==> src/rtl/uio_spi_master.sv <==
// UIO bus-mapped SPI master (mode 0): DATA/CTRL/DIV/STATUS registers, one chip select,
// MSB-first shifting with a programmable SCLK half-period and a level interrupt.
module uio_spi_master #(
    parameter int unsigned AddrWidth = 15,
    parameter int unsigned BusWidth  = 32,
    parameter int unsigned CsIndex   = 0
) (
    input  logic                 clk,
    input  logic                 reset,
    input  logic [AddrWidth-1:0] address,
    input  logic [BusWidth-1:0]  busdatain,
    output logic [BusWidth-1:0]  busdataout,
    input  logic                 write,
    input  logic                 read,
    input  logic [3:0]           cs,
    output logic                 spi_cs_n,
    output logic                 spi_sclk,
    output logic                 spi_mosi,
    input  logic                 spi_miso,
    output logic                 irq
);

    localparam logic [2:0] StIdle  = 3'd0;
    localparam logic [2:0] StSetup = 3'd1;
    localparam logic [2:0] StHigh  = 3'd2;
    localparam logic [2:0] StLow   = 3'd3;
    localparam logic [2:0] StHold  = 3'd4;

    logic [2:0]  state;
    logic [4:0]  len;
    logic        ien;
    logic [15:0] div;
    logic [4:0]  cur_len;
    logic [15:0] cur_div;
    logic [15:0] timer;
    logic [4:0]  bit_cnt;
    logic [31:0] tx_shift;
    logic [31:0] rx_shift;
    logic        done;
    logic        overrun;
    logic        busy;
    logic [31:0] rd_word;

    logic sel, wr_data, wr_ctrl, wr_div, wr_stat, rd_en;
    logic unused_bits;

    assign sel     = cs[CsIndex];
    assign wr_data = write & sel & (address[1:0] == 2'd0);
    assign wr_ctrl = write & sel & (address[1:0] == 2'd1);
    assign wr_div  = write & sel & (address[1:0] == 2'd2);
    assign wr_stat = write & sel & (address[1:0] == 2'd3);
    assign rd_en   = read & sel;
    assign busy    = (state != StIdle);
    assign irq     = done & ien;

    assign unused_bits = ^{address, busdatain, cs};

    always_comb begin
        rd_word = 32'd0;
        case (address[1:0])
            2'd0:    rd_word = rx_shift;
            2'd1:    rd_word = {23'd0, ien, 3'd0, len};
            2'd2:    rd_word = {16'd0, div};
            default: rd_word = {29'd0, overrun, done, busy};
        endcase
    end

    always_ff @(posedge clk or posedge reset) begin
        if (reset) begin
            state      <= StIdle;
            len        <= 5'd0;
            ien        <= 1'b0;
            div        <= 16'd0;
            cur_len    <= 5'd0;
            cur_div    <= 16'd0;
            timer      <= 16'd0;
            bit_cnt    <= 5'd0;
            tx_shift   <= 32'd0;
            rx_shift   <= 32'd0;
            done       <= 1'b0;
            overrun    <= 1'b0;
            spi_cs_n   <= 1'b1;
            spi_sclk   <= 1'b0;
            spi_mosi   <= 1'b0;
            busdataout <= '0;
        end else begin
            if (wr_ctrl) begin
                len <= busdatain[4:0];
                ien <= busdatain[8];
            end
            if (wr_div) div <= busdatain[15:0];
            if (wr_stat && busdatain[1]) done <= 1'b0;
            if (wr_stat && busdatain[2]) overrun <= 1'b0;
            if (wr_data && busy) overrun <= 1'b1;
            if (rd_en) busdataout <= BusWidth'(rd_word);

            if (state == StIdle) begin
                if (wr_data) begin
                    state    <= StSetup;
                    cur_len  <= len;
                    cur_div  <= div;
                    timer    <= 16'd0;
                    bit_cnt  <= 5'd0;
                    // Left-align the frame so the next bit is always tx_shift[30]
                    tx_shift <= busdatain[31:0] << (5'd31 - len);
                    spi_mosi <= busdatain[len];
                    spi_cs_n <= 1'b0;
                    rx_shift <= 32'd0;
                    done     <= 1'b0;
                end
            end else if (timer != cur_div) begin
                timer <= timer + 16'd1;
            end else begin
                timer <= 16'd0;
                case (state)
                    StSetup: begin
                        state    <= StHigh;
                        spi_sclk <= 1'b1;
                        rx_shift <= {rx_shift[30:0], spi_miso};
                    end
                    StHigh: begin
                        state    <= StLow;
                        spi_sclk <= 1'b0;
                        if (bit_cnt != cur_len) begin
                            spi_mosi <= tx_shift[30];
                            tx_shift <= tx_shift << 1;
                        end
                    end
                    StLow: begin
                        if (bit_cnt == cur_len) begin
                            state <= StHold;
                        end else begin
                            bit_cnt  <= bit_cnt + 5'd1;
                            state    <= StHigh;
                            spi_sclk <= 1'b1;
                            rx_shift <= {rx_shift[30:0], spi_miso};
                        end
                    end
                    default: begin
                        // Placed after the STATUS clear so completion wins a same-cycle clear
                        state    <= StIdle;
                        spi_cs_n <= 1'b1;
                        spi_mosi <= 1'b0;
                        done     <= 1'b1;
                    end
                endcase
            end
        end
    end

endmodule

==> config.mk <==
export PLATFORM = sky130hd
export DESIGN_NAME = uio_spi_master
export DESIGN_NICKNAME = d
export VERILOG_FILES = /design/src/rtl/uio_spi_master.sv
export SDC_FILE = /design/constraint.sdc
export NUM_CORES = 1
export LEC_CHECK = 0
export ABC_AREA = 1
export BUFFER_PORTS_ARGS = -buffer_cell sky130_fd_sc_hd__buf_2
export CORE_ASPECT_RATIO = 0.5
export CORE_UTILIZATION = 57
export DETAILED_ROUTE_END_ITERATION = 10
export PLACE_DENSITY = 0.77
export SYNTH_ARGS = -nofsm -noshare
export SYNTH_HDL_FRONTEND = slang
export SYNTH_SLANG_ARGS = --single-unit
==> constraint.sdc <==
create_clock -name clk -period 10.6 [get_ports clk]
set_clock_uncertainty 0.15 [all_clocks]
set_input_delay 0.53 -clock clk [delete_from_list [all_inputs] [get_ports clk]]
set_output_delay 0.53 -clock clk [all_outputs]
set_load 0.005 [all_outputs]
==> results.json, run 1 <==
{
  "status": "finished, violations left",
  "violations": "design-rule violations",
  "firstDrtPassIters": 9,
  "synthFlopType": "dfrtp_1",
  "p_int_uw": 1443,
  "core_area_um2": 16430,
  "cts.sinks": 167,
  "vdd_drop_max_uv": 132.9,
  "cts_root_buffer": "clkbuf_16",
  "synthCells": 1336,
  "antenna_found_initial": 1,
  "post-dp-hpwl_um": 16730,
  "r2r_cells": 8,
  "drive_above_1_share": 0.1176,
  "io_pins": 92,
  "maxCapViolations": 0,
  "switchingPower_uw": 994.3,
  "crit_top_cell": "nand2_1",
  "wl_um": 24720,
  "syn2layout_area_growth_pct": 10.04,
  "rsz0062_at_grt": "false",
  "cp.required_ps": 10770,
  "fmax_mhz": 261.6,
  "worstSetupPathType": "reg -> reg",
  "critPathLaunchType": "flip-flop",
  "pwr-share-seq": 0.363,
  "grt_pass1_vias": 8143,
  "start_util": 0.5844,
  "min_path_type": "in -> async",
  "synth.ff_latch_count": 167,
  "rr_startpoint": "state[2]",
  "wl_per_cell_um": 15.40,
  "numPortBuffers": 75,
  "power_leakage_uw": 0.005381,
  "total_power_uw": 2438,
  "grt_start_max_net_pins": 99,
  "fin_util": 0.6431,
  "worstSetupEndpointType": "flip-flop",
  "clkTransAtPathRegs_ps": 70,
  "num_vias": 9047,
  "fin_crit_sh": 0.3607,
  "synth_edf_count": 0,
  "r2r-end": "tx_shift[25]",
  "grtUsageTotal": 0.2979,
  "place.gp.congestion": 0.9061,
  "fin_setup_tns_ps": 0,
  "overflow": 0,
  "synth_area_per_cell_um2": 7.189,
  "ys_warn_count": 0,
  "relSlewSlack": 0.2575,
  "htreeDepth": 4,
  "cpLargestDelayFamily": "simple AND/OR/NAND/NOR gates",
  "timing.final.hold_violations": 0,
  "tightestPinTransition_ps": 1113,
  "cp.buffers_inverters": 2,
  "async_reset_ff_frac": 1.000,
  "grt_pass1_wl_um": 40650,
  "power_density_nw_per_um2": 230.6,
  "cp_slowest_stage_delay_ps": 810,
  "min_period_ps": 3823,
  "combPwrFrac": 0.360,
  "cts.repair.resized": 0,
  "clockPowerShare": 0.277,
  "cts_tree": "done",
  "synth_area_um2": 9604,
  "num_rows": 33,
  "crit_chain": "inv_1 > nand3_4 > inv_2 > nand2_8 > nand2_4 > nand2_2 > nand2_1 > nand2_1",
  "synth_nets": 1394,
  "final_max_slew_viol_count": 0,
  "swShare": 0.4079,
  "dr.first_iter.drc_count": 1090,
  "cts_setup_buffers": 0,
  "clock_path_buffers": 2,
  "fin_nets": 1423,
  "fp.dieW_um": 185.6,
  "die_h_um": 93.79,
  "ys_seq_area_frac": 0.4353,
  "worstPathArrival_ps": 3990,
  "synth_cell_types": 43,
  "clkLatencyLatePin_ps": 430,
  "cts-buffers-inserted": 17,
  "holdBufCountCts": 0,
  "setup_viol": 0,
  "cp_slowest_cell": "inv_2",
  "rrSetupSlack_ps": 6780,
  "drc": 2,
  "drtAntennaViolNets": 0,
  "cp_max_fo": 52,
  "vias_per_cell": 5.637,
  "dieArea_um2": 17400
}
## layout by cell type, fill, tap and decap left out, types with 2 or more instances in the layout
cell,count
bufinv_16,4
nand2_1,470
o211ai_1,10
nor2_1,78
dfrtp_1,166
mux2_2,12
ha_1,2
nand3_1,254
o21ai_1,4
inv_2,6
nand4_1,6
nor2_4,3
xor2_1,11
clkinv_4,2
o22ai_1,8
nor2_2,2
a22o_1,2
nand2_2,15
o221ai_1,3
nor3_1,7
buf_4,7
o21ai_0,65
xnor2_1,3
nand3b_1,4
inv_6,6
a21oi_1,17
inv_1,99
clkbuf_16,17
nand3_4,3
buf_2,75
## flip-flops by register name (all words and copies together), names as in the netlist, 3 cells and up
signal      cells
state           3
bit_cnt         5
timer          16
len             5
busdataout     32
cur_div        16
rx_shift       32
div            16
tx_shift       31
cur_len         5
## through the flow
step	hold slack (ps)	area [µm²]	setup slack [ps]	std cells
after CTS	165.1	10570	6785	1604
after detailed placement	301.9	9935	6820	1573
after floorplan	291.9	9604	5403	1336
after global placement	299.8	9935	6908	1573
after global routing	196.0	10570	6441	1605
final	102.8	10570	6777	1605
## power groups by stage
stage	Sequential [µW]	Clock (µW)	Combinational (µW)
2_1_floorplan	860	0	699
3_3_place_gp	887	0	840
3_5_place_dp	892	0	861
4_1_cts	883	679	869
5_1_grt	902	708	985
6_report	884	676	877
## metal layers
| layer | routed length [µm] | vias to the layer above | track usage |
|---|---|---|---|
| met5 | 0 | - | 0 |
| li1 | - | 4384 | - |
| met3 | 1846 | 45 | 0.05000 |
| met1 | 11210 | 4275 | 0.4268 |
| met4 | 424 | 0 | 0.08743 |
| met2 | 11240 | 343 | 0.4638 |
## cell usage after synthesis (all sizes together) (3+ instances only)
master	n	share of area
nor2	83	0.035
o211ai	10	0.0078
clkbuf	29	0.011
inv	106	0.041
o221ai	3	0.0027
nand2	487	0.20
nand4	6	0.0039
buf	43	0.029
xor2	11	0.010
o21ai	69	0.036
mux2	12	0.014
o22ai	8	0.0052
nand3b	4	0.0031
dfrtp	166	0.43
xnor2	3	0.0027
nor3	8	0.0047
nand3	258	0.14
a21oi	18	0.011
## final cells by class
| class | count | area (µm²) |
|---|---|---|
| inverter | 106 | 402.9 |
| timing repair buffer | 82 | 427.9 |
| multi-input combinational | 991 | 4639 |
| antenna | 1 | 2.502 |
| sequential | 167 | 4180 |
| clock inverter | 12 | 188.9 |
| clock buffer | 19 | 442.9 |
| fill | 1449 | 5864 |
| tap | 227 | 284.0 |
## worst max path at each step
stage               startpoint            to  slack [ps]  cells past startpoint
floorplan                reset    bit_cnt[0]        5400                      1
global placement      state[2]  tx_shift[10]        6910                      8
detailed placement    state[2]  tx_shift[25]        6820                      8
CTS                   state[2]  tx_shift[25]        6790                      8
global route          state[2]  tx_shift[10]        6440                      8
finish                state[2]  tx_shift[25]        6780                      8
## logic make-up (layout without fill, tap and decap cells)
kind of cell               after synthesis  in the layout  synth area share
and+or+nand+nor                        847            847            0.3833
buffers and inverters                  178            219           0.08168
DFF                                    167            167            0.4353
AOI/OAI and AO/OA                      116            116           0.07035
xor gates and xnor gates                14             14           0.01277
muxes                                   12             12           0.01407
adders and majority gates                2              2          0.002605
other                                    0              1                 0
No activity file was read; power rests on OpenSTA's default activity.
==> run 2: changes to the inputs <==
ABC_AREA = 0   (was 1)
CORE_UTILIZATION = 54   (was 57)
clock period = 3.48 ns   (was 10.6 ns; I/O delays follow)
==> results.json, run 2 <==
{
  "hold_start": "address[0]",
  "synth_area_um2": 9092,
  "power_leakage_uw": 0.005205,
  "htreeDepth": 4,
  "fin_nets": 1037,
  "synth_nets": 961,
  "r2r-end": "tx_shift[24]",
  "min_period_ps": 2790,
  "grt_pass1_vias": 7240,
  "clkLatencyLatePin_ps": 430,
  "synth_cell_types": 60,
  "status": "finished, violations left",
  "overflow": 0,
  "async_reset_ff_frac": 1.000,
  "drtAntennaViolNets": 0,
  "fin_crit_sh": 0.8018,
  "dr.first_iter.drc_count": 729,
  "cp_slowest_stage_delay_ps": 940,
  "synth.ff_latch_count": 167,
  "synthCells": 903,
  "grt_start_max_net_pins": 72,
  "rrSetupSlack_ps": 690,
  "fin_setup_tns_ps": 0,
  "cts_tree": "done",
  "fin_cells": 1219,
  "fp.dieW_um": 185.5,
  "vdd_drop_max_uv": 320.8,
  "synthTopCellsByCount": "166 x dfrtp_1, 154 x nand2_1, 67 x mux2i_1, 62 x nor2_1, 47 x o21ai_0",
  "min_path_type": "in -> reg",
  "cp_slowest_cell": "dfrtp_1",
  "min_to": "overrun",
  "dpl_cell_area_um2": 9671,
  "cp.required_ps": 3670,
  "num_rows": 33,
  "min_path_cells": 2,
  "maxCapViolations": 0,
  "ys_seq_area_frac": 0.4597,
  "final_cell_mix": "165 x dfrtp_1, 154 x nand2_1, 75 x buf_2, 67 x mux2i_1, 62 x nor2_1",
  "largestRegisters": "busdataout: 32 flops, rx_shift: 32 flops, tx_shift: 31 flops",
  "violations": "design-rule violations",
  "antenna_found_initial": 0,
  "cts_root_buffer": "clkbuf_16",
  "cts-buffers-inserted": 17,
  "placed_cells_incl_taps": 1167,
  "worstPathArrival_ps": 2980,
  "drive_above_1_share": 0.2117,
  "final_area_um2": 10440,
  "r2r_cells": 6,
  "post-dp-hpwl_um": 15190,
  "drc": 2,
  "synth_area_per_cell_um2": 10.07,
  "synth_most_common_cell": "dfrtp_1",
  "firstDrtPassIters": 9,
  "final_max_slew_viol_count": 0,
  "num_vias": 7329,
  "cts_setup_buffers": 0,
  "rsz0062_at_grt": "false",
  "core_area_um2": 16430,
  "relSlewSlack": 0.3912,
  "worstSetupPathType": "reg -> reg",
  "grt_pass1_wl_um": 36940,
  "cp_max_fo": 25,
  "start_util": 0.5533,
  "yosysTopAreaCell": "dfrtp_1",
  "dieArea_um2": 17390,
  "wl_um": 22320,
  "setup_viol": 0,
  "syn2layout_area_growth_pct": 14.77,
  "clkTransAtPathRegs_ps": 80,
  "crit_chain": "buf_4 > mux2_2 > mux4_2 > nor2_1 > a211oi_1 > a21oi_1",
  "synth_area_leaders": "dfrtp_1 46%, mux2i_1 7.4%, mux4_2 7.2%",
  "fmax_mhz": 358.4,
  "critPathLaunchType": "flip-flop",
  "ys_warn_count": 0,
  "timing.final.hold_violations": 0,
  "numPortBuffers": 75,
  "place.gp.congestion": 0.9170,
  "layout_commonest_cell": "dfrtp_1",
  "vias_per_cell": 6.012,
  "power_density_nw_per_um2": 484.9,
  "rr_startpoint": "len[1]",
  "cts.sinks": 167,
  "grtUsageTotal": 0.2760,
  "synth_top_area_frac": 0.4569,
  "die_h_um": 93.76,
  "worstSetupEndpointType": "flip-flop",
  "synth_edf_count": 0,
  "wl_per_cell_um": 18.31,
  "diodes": 0,
  "clock_path_buffers": 2,
  "tightestPinTransition_ps": 913.2,
  "io_pins": 92,
  "synthFlopType": "dfrtp_1"
}
## run 2: cell count changes in the layout (fill, tap and decap cells not counted), moves of 18 or more
cell	delta
mux4_2	+29
dlygate4sd3_1	+20
o21ai_0	-18
nand2_1	-316
mux2i_1	+67
a21oi_1	+19
a22o_1	+22
xnor2_1	+18
mux2_2	+28
inv_1	-55
nand3_1	-240
## run 2: metal layers
layer | wire length, µm | up-vias | GRT usage
met4 | 467 | 0 | 0.09780
met3 | 1362 | 48 | 0.05853
met5 | 0 | - | 0
li1 | - | 3356 | -
met2 | 10670 | 269 | 0.4469
met1 | 9814 | 3656 | 0.3685
## run 2: timing repair
| action | CTS | global route |
|---|---|---|
| hold buffers | 20 | 0 |
| endpoints found under the hold margin | 48 | 0 |
| resized for setup | 0 | 0 |
## run 2: how the worst max path moves through the flow
stage	depth (start not counted)	start	end
floorplan	1	reset	bit_cnt[0]
global placement	6	len[0]	tx_shift[23]
detailed placement	6	len[1]	tx_shift[24]
CTS	7	len[0]	tx_shift[25]
global route	7	timer[15]	tx_shift[27]
finish	6	len[1]	tx_shift[24]
## run 2: logic make-up after synthesis
family | synth area share
buffers and inverters | 0.05353
xor gates and xnor gates | 0.02023
adders and majority gates | 0.002752
and+or+nand+nor | 0.1415
muxes | 0.1951
AOI/OAI and AO/OA | 0.1272
DFF | 0.4597
## run 2: area by class of cell
cell class                      instances  area (µm²)
Fill cell                            1279        5998
Multi-Input combinational cell        626        4428
Sequential cell                       167        4182
Timing Repair Buffer                  119       793.3
Clock buffer                           19       452.9
Tap cell                              227       284.0
Inverter                               48       183.9
Clock inverter                         13       111.4
## run 2: critical path, delay by kind of cell, from the launching register on
| kind | cells | cell delay [ps] |
|---|---|---|
| simple gates | 1 | 110 |
| flops | 1 | 940 |
| buf+inv | 1 | 350 |
| compound gates | 2 | 290 |
| mux | 2 | 860 |
## run 2: power breakdown
group | internal, µW | switching (µW) | leakage (µW)
clock | 973 | 841 | 0.000276
sequential | 2060 | 138 | 0.00199
combinational | 498 | 549 | 0.00294
total | 3530 | 1530 | 0.00520
## run 2: through the flow
step / setup WS [ps] / hold WS [ps] / utilization / power [µW]
final: 689.7 / 35.31 / 0.6350 / 5060
after global routing: 505.7 / 75.80 / 0.6350 / 5270
after CTS: 716.3 / 46.01 / 0.6350 / 5074
after detailed placement: 719.6 / 135.7 / 0.5885 / 3246
after global placement: 762.4 / 126.8 / 0.5885 / 3220
after floorplan: 1030 / 157.8 / - / 2930
==> run 3: changes to the inputs <==
clock period = 2.3 ns   (was 3.48 ns; I/O delays follow)
==> results.json, run 3 (same netlist as run 2, synthesis figures left out) <==
{
  "largestRegisters": "busdataout: 32 flops, rx_shift: 32 flops, tx_shift: 31 flops",
  "clkTransAtPathRegs_ps": 70,
  "fin_crit_sh": 1.015,
  "cp.required_ps": 2460,
  "clock_path_buffers": 2,
  "syn2layout_area_growth_pct": 22.90,
  "drive_above_1_share": 0.2752,
  "r2r_cells": 6,
  "wl_um": 24330,
  "worstSetupPathType": "reg -> reg",
  "grt_pass1_wl_um": 39100,
  "rrSetupSlack_ps": -40,
  "core_area_um2": 16430,
  "violations": "design-rule violations, negative setup slack",
  "status": "finished, violations left",
  "setup_viol": 1,
  "fmax_mhz": 428.2,
  "fin_nets": 1096,
  "vias_per_cell": 5.946,
  "die_h_um": 93.76,
  "fin_util": 0.6800,
  "start_util": 0.5533,
  "worstPathArrival_ps": 2490,
  "timing.final.hold_violations": 0,
  "min_path_cells": 4,
  "drtAntennaViolNets": 0,
  "whs_ps": 39.93,
  "relSlewSlack": 0.6845,
  "vdd_drop_max_uv": 637.2,
  "min_path_type": "in -> reg",
  "layout_commonest_cell": "dfrtp_1",
  "drc": 2,
  "diodes": 0,
  "worstSetupEndpointType": "flip-flop",
  "power_leakage_uw": 0.005561,
  "grt_pass1_vias": 7643,
  "maxCapViolations": 0,
  "final_max_slew_viol_count": 0,
  "wl_met1_um": 10270,
  "placed_cells_incl_taps": 1211,
  "grt_start_max_net_pins": 77,
  "seq_area_um2": 4183,
  "cts-buffers-inserted": 17,
  "numPortBuffers": 75,
  "dieArea_um2": 17390,
  "rr_startpoint": "len[0]",
  "antenna_found_initial": 0,
  "post-dp-hpwl_um": 16100,
  "r2r-end": "spi_mosi",
  "fin_cells": 1277,
  "wl_per_cell_um": 19.05,
  "firstDrtPassIters": 11,
  "final_cell_mix": "164 x dfrtp_1, 154 x nand2_1, 75 x buf_2, 64 x buf_4, 61 x mux2i_1",
  "dr_wl_met2_um": 11700,
  "htreeDepth": 4,
  "min_to": "spi_cs_n",
  "fin_setup_tns_ps": -35.23,
  "fp.dieW_um": 185.5,
  "clkLatencyLatePin_ps": 430,
  "multi_input_area_um2": 4572,
  "routed.top_layer": "met4",
  "rsz0062_at_grt": "true",
  "cts.sinks": 167,
  "tightestPinTransition_ps": 472.7,
  "cts_tree": "done",
  "hold_start": "address[1]",
  "post-place-ws_ps": 13.65,
  "critPathLaunchType": "flip-flop",
  "num_vias": 7593,
  "power_density_nw_per_um2": 720.4,
  "dr.first_iter.drc_count": 709,
  "min_period_ps": 2335,
  "overflow": 0,
  "place.gp.congestion": 0.9407,
  "finalWorstSetupSlack_ps": -35.23,
  "cp_max_fo": 14,
  "fillers": 1226,
  "io_pins": 92,
  "route.met3.wl_um": 1674,
  "cts_root_buffer": "clkbuf_16",
  "grtUsageTotal": 0.2932,
  "num_rows": 33
}
run 3: cell count changes in the layout (fill, tap and decap cells not counted), moves of 3 or more:
cell	previous run	this run
buf_12	3	12
buf_4	21	64
buf_6	0	5
inv_8	3	0
mux2i_1	67	61
mux2i_2	0	5
nor2_1	62	59
nor2_2	0	3
xnor2_1	21	17
xnor2_2	0	4
run 3: critical path, stage by stage (launching register included):
cell and delay [ps]:
dfrtp_2 410, buf_12 170, mux4_2 540, mux2_4 320, a32oi_2 180, o311ai_1 150
mux2_2 290
run 3: stage by stage:
stage	total power [µW]	instance area, µm²
after global placement	5060	10110
final	8050	11170
after global routing	8348	11170
after CTS	7940	10910
after floorplan	4433	9096
after detailed placement	5102	10110
run 3: timing repair:
item                                    CTS  global route
pin swaps                                 1            12
setup buffers                             2            10
gates cloned                              0             2
hold buffers                             21             0
endpoints found under the setup margin    1            64
resized for setup                         2            32
endpoints found under the hold margin   191             0
run 3: power by group:
part,switching [µW],internal (µW)
Clock,1230,1580
Combinational,998,972
Sequential,152,3120
Total,2380,5670
run 3: final cells by class:
class	instances	share of cell area
Clock buffer	22	0.04244
Inverter	48	0.01646
Multi-Input combinational cell	626	0.4091
Timing Repair Buffer	178	0.1242
Tap cell	227	0.02542
Clock inverter	9	0.008062
Sequential cell	167	0.3743
run 3: worst max-delay path by stage:
stage                     cells past startpoint  slack, ps      endpoint       start
after floorplan                               1        -90    bit_cnt[0]       reset
after global placement                        8         70    bit_cnt[3]   timer[15]
after detailed placement                      6         10      spi_mosi      len[0]
after CTS                                     8          3  rx_shift[13]  cur_div[0]
after global routing                          6        -80      spi_mosi      len[0]
final                                         6        -40      spi_mosi      len[0]
run 3: per-layer routing:
metal	track usage	vias up
met5	0	-
met4	0.1136	0
met3	0.07209	61
met2	0.4813	296
met1	0.3760	3749
li1	-	3487
